[src/rtl/vga_dual_view_if.sv]
// Memory and video bundle of the dual-view VGA controller.
// The master side is the controller, the slave side the memories and the DAC.
interface vga_dual_view_if #(
  parameter int ADDR_W = 18
);
  logic [ADDR_W-1:0] rom_addr;
  logic [23:0]       rom_data;
  logic [ADDR_W-1:0] dmem_addr;
  logic [31:0]       dmem_data;
  logic [7:0]        red;
  logic [7:0]        green;
  logic [7:0]        blue;
  logic              hsync;
  logic              vsync;
  logic              n_blank;
  logic              frame_start;
  logic [1:0]        mode;

  modport master (
    output rom_addr, dmem_addr, red, green, blue, hsync, vsync, n_blank,
           frame_start, mode,
    input  rom_data, dmem_data
  );

  modport slave (
    input  rom_addr, dmem_addr, red, green, blue, hsync, vsync, n_blank,
           frame_start, mode,
    output rom_data, dmem_data
  );
endinterface

[src/rtl/vga_dual_view.sv]
// Parametrised VGA controller showing the original ROM image, the processed
// dmem image, or both side by side. Video is delayed to match memory latency.
module vga_dual_view #(
  parameter int          H_ACTIVE = 640,
  parameter int          H_FP     = 16,
  parameter int          H_SYNC   = 96,
  parameter int          H_BP     = 48,
  parameter int          V_ACTIVE = 480,
  parameter int          V_FP     = 10,
  parameter int          V_SYNC   = 2,
  parameter int          V_BP     = 33,
  parameter int          IMG_W    = 256,
  parameter int          IMG_H    = 256,
  parameter int          X0       = 32,
  parameter int          Y0       = 112,
  parameter int          GAP      = 64,
  parameter int          ADDR_W   = 18,
  parameter int          MEM_LAT  = 2,
  parameter logic [23:0] BG_RGB   = 24'h202020
) (
  input  logic            clock_25,
  input  logic            reset,
  input  logic            boton_cursor,
  vga_dual_view_if.master bus
);

  localparam int H_TOTAL = H_ACTIVE + H_FP + H_SYNC + H_BP;
  localparam int V_TOTAL = V_ACTIVE + V_FP + V_SYNC + V_BP;
  localparam int HW      = $clog2(H_TOTAL);
  localparam int VW      = $clog2(V_TOTAL);
  localparam int X1      = X0 + IMG_W + GAP;

  typedef enum logic [1:0] {
    SRC_BG   = 2'd0,
    SRC_ROM  = 2'd1,
    SRC_DMEM = 2'd2
  } src_e;

  typedef enum logic [1:0] {
    MODE_ORIG = 2'd0,
    MODE_PROC = 2'd1,
    MODE_SIDE = 2'd2
  } mode_e;

  typedef struct packed {
    logic hs;
    logic vs;
    logic act;
    src_e src;
  } vid_t;

  localparam vid_t VID_IDLE = '{hs: 1'b1, vs: 1'b1, act: 1'b0, src: SRC_BG};

  function automatic mode_e next_mode(input mode_e m);
    case (m)
      MODE_ORIG: return MODE_PROC;
      MODE_PROC: return MODE_SIDE;
      default:   return MODE_ORIG;
    endcase
  endfunction

  logic [HW-1:0]     hcount;
  logic [VW-1:0]     vcount;
  int                hx;
  int                vy;
  logic              h_last;
  logic              v_last;
  logic              y_in;
  logic              in_img0;
  logic              in_img1;
  logic [31:0]       addr0;
  logic [31:0]       addr1;
  logic [ADDR_W-1:0] rom_addr_c;
  logic [ADDR_W-1:0] dmem_addr_c;
  logic [ADDR_W-1:0] rom_hold;
  logic [ADDR_W-1:0] dmem_hold;
  vid_t              cur;
  vid_t              dly [MEM_LAT];
  vid_t              last;
  mode_e             mode_q;
  mode_e             pending_mode;
  logic              btn_s1;
  logic              btn_s2;
  logic              btn_d;
  logic              frame_start_q;
  logic              hsync_q;
  logic              vsync_q;
  logic              n_blank_q;
  logic [23:0]       rgb_q;

  assign hx     = 32'(hcount);
  assign vy     = 32'(vcount);
  assign h_last = (hx == H_TOTAL - 1);
  assign v_last = (vy == V_TOTAL - 1);

  assign y_in    = (vy >= Y0) && (vy < Y0 + IMG_H);
  assign in_img0 = y_in && (hx >= X0) && (hx < X0 + IMG_W);
  assign in_img1 = y_in && (hx >= X1) && (hx < X1 + IMG_W) && (mode_q == MODE_SIDE);
  assign addr0   = 32'((vy - Y0) * IMG_W + (hx - X0));
  assign addr1   = 32'((vy - Y0) * IMG_W + (hx - X1));

  // Free-running pixel and line counters.
  always_ff @(posedge clock_25) begin
    // NOTE: state registers use non-blocking assignments so every flop samples pre-edge values.
    if (reset) begin
      hcount <= '0;
      vcount <= '0;
    end else if (h_last) begin
      hcount <= '0;
      vcount <= v_last ? '0 : vcount + VW'(1);
    end else begin
      hcount <= hcount + HW'(1);
    end
  end

  // Stage 0: raw timing, source tag and memory addresses from the counters.
  always_comb begin
    // NOTE: every output gets a default first, so no path leaves a latch behind.
    rom_addr_c  = rom_hold;
    dmem_addr_c = dmem_hold;
    cur.hs      = !((hx >= H_ACTIVE + H_FP) && (hx < H_ACTIVE + H_FP + H_SYNC));
    cur.vs      = !((vy >= V_ACTIVE + V_FP) && (vy < V_ACTIVE + V_FP + V_SYNC));
    cur.act     = (hx < H_ACTIVE) && (vy < V_ACTIVE);
    cur.src     = SRC_BG;
    case (mode_q)
      MODE_ORIG: if (in_img0) begin
        rom_addr_c = addr0[ADDR_W-1:0];
        cur.src    = SRC_ROM;
      end
      MODE_PROC: if (in_img0) begin
        dmem_addr_c = addr0[ADDR_W-1:0];
        cur.src     = SRC_DMEM;
      end
      MODE_SIDE: begin
        if (in_img0) begin
          rom_addr_c = addr0[ADDR_W-1:0];
          cur.src    = SRC_ROM;
        end else if (in_img1) begin
          dmem_addr_c = addr1[ADDR_W-1:0];
          cur.src     = SRC_DMEM;
        end
      end
      default: ;
    endcase
  end

  // Addresses hold their last in-region value while the beam is elsewhere.
  always_ff @(posedge clock_25) begin
    if (reset) begin
      rom_hold  <= '0;
      dmem_hold <= '0;
    end else begin
      rom_hold  <= rom_addr_c;
      dmem_hold <= dmem_addr_c;
    end
  end

  // Button synchroniser, edge counting into pending_mode, frame-boundary load.
  always_ff @(posedge clock_25) begin
    if (reset) begin
      btn_s1        <= 1'b0;
      btn_s2        <= 1'b0;
      btn_d         <= 1'b0;
      pending_mode  <= MODE_ORIG;
      mode_q        <= MODE_ORIG;
      frame_start_q <= 1'b0;
    end else begin
      btn_s1        <= boton_cursor;
      btn_s2        <= btn_s1;
      btn_d         <= btn_s2;
      frame_start_q <= h_last && v_last;
      if (btn_s2 && !btn_d) pending_mode <= next_mode(pending_mode);
      if (h_last && v_last) mode_q <= pending_mode;
    end
  end

  // Delay line that keeps timing and tag aligned with returning memory data.
  always_ff @(posedge clock_25) begin
    // NOTE: this short shift register is reset on purpose so outputs stay idle until it fills.
    if (reset) begin
      for (int i = 0; i < MEM_LAT; i++) dly[i] <= VID_IDLE;
    end else begin
      dly[0] <= cur;
      for (int i = 1; i < MEM_LAT; i++) dly[i] <= dly[i-1];
    end
  end

  assign last = dly[MEM_LAT-1];

  // Registered pins: sync, blank and colour picked by the delayed tag.
  always_ff @(posedge clock_25) begin
    if (reset) begin
      hsync_q   <= 1'b1;
      vsync_q   <= 1'b1;
      n_blank_q <= 1'b0;
      rgb_q     <= '0;
    end else begin
      hsync_q   <= last.hs;
      vsync_q   <= last.vs;
      n_blank_q <= last.act;
      if (!last.act) begin
        rgb_q <= '0;
      end else begin
        case (last.src)
          SRC_ROM:  rgb_q <= bus.rom_data;
          SRC_DMEM: rgb_q <= {3{bus.dmem_data[7:0]}};
          default:  rgb_q <= BG_RGB;
        endcase
      end
    end
  end

  assign bus.rom_addr    = rom_addr_c;
  assign bus.dmem_addr   = dmem_addr_c;
  assign bus.red         = rgb_q[23:16];
  assign bus.green       = rgb_q[15:8];
  assign bus.blue        = rgb_q[7:0];
  assign bus.hsync       = hsync_q;
  assign bus.vsync       = vsync_q;
  assign bus.n_blank     = n_blank_q;
  assign bus.frame_start = frame_start_q;
  assign bus.mode        = mode_q;

endmodule

[src/flat_wrapper.sv]
// flat-port wrapper written by rule: the top's interface ports become plain ports
module vga_dual_view_flat 
#(
  parameter int          H_ACTIVE = 640,
  parameter int          H_FP     = 16,
  parameter int          H_SYNC   = 96,
  parameter int          H_BP     = 48,
  parameter int          V_ACTIVE = 480,
  parameter int          V_FP     = 10,
  parameter int          V_SYNC   = 2,
  parameter int          V_BP     = 33,
  parameter int          IMG_W    = 256,
  parameter int          IMG_H    = 256,
  parameter int          X0       = 32,
  parameter int          Y0       = 112,
  parameter int          GAP      = 64,
  parameter int          ADDR_W   = 18,
  parameter int          MEM_LAT  = 2,
  parameter logic [23:0] BG_RGB   = 24'h202020
)
  (clock_25, reset, boton_cursor, bus_rom_addr, bus_dmem_addr, bus_red, bus_green, bus_blue, bus_hsync, bus_vsync, bus_n_blank, bus_frame_start, bus_mode, bus_rom_data, bus_dmem_data);
  vga_dual_view_if #(.ADDR_W(ADDR_W)) bus_i ();
  input  logic clock_25;
  input  logic reset;
  input  logic boton_cursor;
  output wire logic [$bits(bus_i.rom_addr)-1:0] bus_rom_addr;
  output wire logic [$bits(bus_i.dmem_addr)-1:0] bus_dmem_addr;
  output wire logic [$bits(bus_i.red)-1:0] bus_red;
  output wire logic [$bits(bus_i.green)-1:0] bus_green;
  output wire logic [$bits(bus_i.blue)-1:0] bus_blue;
  output wire logic [$bits(bus_i.hsync)-1:0] bus_hsync;
  output wire logic [$bits(bus_i.vsync)-1:0] bus_vsync;
  output wire logic [$bits(bus_i.n_blank)-1:0] bus_n_blank;
  output wire logic [$bits(bus_i.frame_start)-1:0] bus_frame_start;
  output wire logic [$bits(bus_i.mode)-1:0] bus_mode;
  input wire logic [$bits(bus_i.rom_data)-1:0] bus_rom_data;
  input wire logic [$bits(bus_i.dmem_data)-1:0] bus_dmem_data;
  assign bus_rom_addr = bus_i.rom_addr;
  assign bus_dmem_addr = bus_i.dmem_addr;
  assign bus_red = bus_i.red;
  assign bus_green = bus_i.green;
  assign bus_blue = bus_i.blue;
  assign bus_hsync = bus_i.hsync;
  assign bus_vsync = bus_i.vsync;
  assign bus_n_blank = bus_i.n_blank;
  assign bus_frame_start = bus_i.frame_start;
  assign bus_mode = bus_i.mode;
  assign bus_i.rom_data = bus_rom_data;
  assign bus_i.dmem_data = bus_dmem_data;
  vga_dual_view #(.H_ACTIVE(H_ACTIVE), .H_FP(H_FP), .H_SYNC(H_SYNC), .H_BP(H_BP), .V_ACTIVE(V_ACTIVE), .V_FP(V_FP), .V_SYNC(V_SYNC), .V_BP(V_BP), .IMG_W(IMG_W), .IMG_H(IMG_H), .X0(X0), .Y0(Y0), .GAP(GAP), .ADDR_W(ADDR_W), .MEM_LAT(MEM_LAT), .BG_RGB(BG_RGB)) u_core (.clock_25(clock_25), .reset(reset), .boton_cursor(boton_cursor), .bus(bus_i));
endmodule
[config.mk]
export PLATFORM = sky130hd
export DESIGN_NAME = vga_dual_view_flat
export DESIGN_NICKNAME = d
export VERILOG_FILES = /design/src/rtl/vga_dual_view_if.sv /design/src/rtl/vga_dual_view.sv /design/src/flat_wrapper.sv
export SDC_FILE = /design/constraint.sdc
export NUM_CORES = 1
export LEC_CHECK = 0
export CORE_UTILIZATION = 53
export DETAILED_ROUTE_END_ITERATION = 16
export GPL_TIMING_DRIVEN = 0
export PLACE_DENSITY = 0.85
export SYNTH_ARGS = -nofsm -noshare
export SYNTH_HDL_FRONTEND = slang
export SYNTH_SLANG_ARGS = --single-unit
[constraint.sdc]
create_clock -name clock_25 -period 7.1 [get_ports clock_25]
set_input_delay 1.42 -clock clock_25 [delete_from_list [all_inputs] [get_ports clock_25]]
set_output_delay 1.42 -clock clock_25 [all_outputs]
set_load 0.05 [all_outputs]
==> results.md <==
- Worst min-delay path class: reg2reg
- Maximum clock path buffer count: 2
- Pwr/cell area: 148 nW/um^2
- Growth of design area from synthesis to finish: 25.7%
- Status: complete, no violations
- Clock-pin slew of the registers on the worst-case setup and hold paths: 90 ps
- Synthesis Warnings: 0
- Fraction of layout cells with a size suffix above 1: roughly 6.3%
- # placed instances: 790
- Global routing's busiest layer: met2
- Hold violation count in the final report: 0
- Post-detailed-routing wire length: 13.1 mm
- Net count after synthesis: 675
- Cell taking the most area after synthesis: dfxtp_1
- Slew at the pin closest to its max-slew limit: around 1000 ps
- Maximum Capacitance Violations: 0
- First drt pass iteration count: 5
- Initial Util: about 55%
- Layout net count: approximately 800
- Setup TNS after final layout: 0 ps
- Sequential-to-total area share from yosys stat: about two fifths
- Final critical-path required period: between 6000 and 7000 ps
- Largest net degree at the start of global routing: 17
- Leak Pwr: between 2 and 2.5 nW
- Final Instance Area: about 6300 sq um
- Vertical extent of the die: between 90 and 100 um
- Average cell area after synthesis: roughly 8.7 sq um
- Post-cts gate resize count: 0
- DP Area: around 6200 sq um
- Setup clock skew after layout: between 15 and 20 ps
- Die boundary width: slightly below 100 um
- Residual overflow from global routing: 0
- Top_reg_cell synth: dfxtp_1
- Vias in the first global route: 4552
- Die outline area: just under 10000 sq um
- Post-CTS setup buffers: 0
- Synthesized area: around 5000 sq um
- Type of the worst setup path: reg2out
- Pins Over Slew Limit: 0
- Final weighted congestion of routability-driven global placement: a little over 0.9
- Post-DP HPWL: ~10 mm
- Number of flops mapped to enable cells by yosys: 0
- Worst Path Max Fanout: 10
- Met3 capacity usage during global routing: about 5.3%
- Crit. End Element: output port
- Tcrit/Tclk final: 86.8%
- Power after layout: about 0.94 mW
- Gate Count Post-Synth: 580
- Data arrival time of the critical path: about 4800 ps
- Seq cells post-synth: between 100 and 150
- Antenna violations before repair: 0
- Global-route wire length before repair: 21.7 mm
- Boundary Pins: about 130
- Worst-case hold slack: 414 ps
- Worst setup path start: u_core.hcount[5]$_SDFF_PP0_
- Depth of the CTS H-tree: 3
- Share of the synthesized area in the top cell type: 40.2%
- RSZ-0062 raised after global routing: false
- Number of standard cells in the layout, taps in and fillers out: 805
- Share of flip-flops with an asynchronous set or reset after synthesis: 0%
- Total of endpoints with negative setup slack in the final report: 0
- Remaining number of nets flagged by the antenna check after routing: 0
- Leading cell type by number of instances after synthesis: dfxtp_1
- Synth top cells by count: 101 x dfxtp_1, 86 x nand2_1, 55 x a21oi_1, 34 x ha_1, 28 x nor2_1
- Biggest area contributors in the synthesized netlist: dfxtp_1 40%, ha_1 8.5%, nand2_1 6.4%, a21oi_1 5.5%, xor2_1 3.7%
- Antenna diodes: 0
- Placement row count: 35
- Num CTS Buffers: 9
- Number of buffers inserted by hold repair at cts: 0
- Root Buffer Master: clkbuf_8
- DRC violations left: 0
- Placeable core region: slightly above 9000 sq um
- Port bufs: just under 100
- Source of the worst hold timing path: u_core.dly[0][9]$_SDFF_PP1_
- Number of fillers in the final layout: ~750
- Met1 track demand over resource: 33.1%
- Overall Global Routing Usage: ~28%
- Tightest slew margin relative to the limit: ~30%
- Maximum vdd drop: about 0.12 mV
- Via count: approximately 4600
- Clock insertion delay at the later pin of the skew report: roughly 370 ps
- Critical Path Start Type: flip-flop
- Global routing usage on met2: between 40% and 50%
- Via density: roughly 5.7
- Clk sink count: slightly above 100
- Launch instance of the worst register-to-register path: u_core.hcount[5]$_SDFF_PP0_
- Maximum clock rate: between 0.15 and 0.2 GHz
- Routed wirelength normalized by instance count: between 15 and 20 um
- Starting DRC count in detailed routing: 251
- Clock tree from TritonCTS: built
- Unique cell type count in the Yosys netlist: 63
- Data required, critical path: approximately 5700 ps
-- kinds of logic (layout without fill, tap and decap cells) --
logic type               after synthesis  in the layout  synth area share, %
AND/OR/NAND/NOR                      213            213                 20.9
multiplexers                           3              3                0.623
adder cells (fa/ha/maj)               36             36                 9.27
XOR/XNOR                              41             41                 7.15
AO/OA/AOI/OAI                        131            131                 17.1
flip-flops                           101            101                 40.2
buffers and inverters                 55            169                 4.76
-- report_power, final --
group | internal, mW | switching, mW | total [mW]
Clock | 0.127 | 0.197 | 0.324
Combinational | 0.0214 | 0.0198 | 0.0412
Sequential | 0.570 | 0.00216 | 0.572
-- routing by layer --
metal	vias up	share of wire [%]
li1	2213	-
met1	2205	42
met2	163	49
met3	27	6.4
met4	0	2.5
met5	-	0
-- flip-flops by register name, indices dropped and copies added (netlist names) --
| name | flops |
|---|---|
| u_core.hcount | 10 |
| u_core.btn_d | 1 |
| u_core.rom_hold | 18 |
| u_core.bus.n_blank | 1 |
| u_core.rgb_q | 24 |
| u_core.btn_s2 | 1 |
| u_core.bus.hsync | 1 |
| u_core.dmem_hold | 18 |
| u_core.bus.mode | 2 |
| u_core.bus.vsync | 1 |
| u_core.vcount | 10 |
| u_core.bus.frame_start | 1 |
| u_core.pending_mode | 2 |
| u_core.btn_s1 | 1 |
| u_core.dly | 10 |
-- worst max-delay path, cell delays in order, from the launching register on --
cell and delay (ps):
dfxtp_1 360, buf_4 180, or3_4 350, nor3_1 810, ha_1 450, a21o_1 200, a2bb2oi_1 210, a21oi_1 140
a31oi_1 300, xnor2_1 220, a221oi_2 110, a21oi_1 200, clkdlybuf4s50_1 830
-- through the flow --
step,utilization [%],setup WS [ps]
6_report,68.7,934
5_1_grt,68.7,660
4_1_cts,68.7,966
3_5_place_dp,66.9,1390
3_3_place_gp,66.9,1490
2_1_floorplan,-,2010
-- worst paths after layout --
| check | end | slack, ps | cells after the start |
|---|---|---|---|
| worst max-delay path | bus_dmem_addr[17] | 930 | 12 |
| worst min-delay path | u_core.bus.hsync$_SDFF_PP1_ | 410 | 1 |
| worst max register to register | u_core.rom_hold[17]$_SDFF_PP0_ | 3380 | 11 |
| worst min register to register | u_core.bus.hsync$_SDFF_PP1_ | 410 | 1 |
-- placed cells by master (no fill, tap or decap), types with 16 or more instances in the layout --
cell type / Yosys / final
dfxtp_1: 101 / 101
clkdlybuf4s50_1: 0 / 99
nand2_1: 86 / 86
a21oi_1: 55 / 55
ha_1: 34 / 34
nor2_1: 28 / 28
inv_1: 24 / 24
and2_1: 22 / 22
xor2_1: 21 / 21
xnor2_1: 20 / 20
clkbuf_1: 18 / 19
nand3_1: 17 / 17
o21ai_0: 16 / 16
-- area by class of cell --
| cell class | count | area [sq um] | share of cell area [%] |
|---|---|---|---|
| multi-input cells | 424 | 2760 | 43.7 |
| flip-flops and latches | 101 | 2020 | 32.0 |
| repair buffers | 99 | 991 | 15.7 |
| plain buffers | 30 | 145 | 2.30 |
| well taps | 111 | 139 | 2.20 |
| clock buffers | 10 | 128 | 2.02 |
| inverters | 25 | 93.8 | 1.49 |
| clock inverters | 5 | 35.0 | 0.555 |
Note: power is estimated with default switching activity, not from simulation.
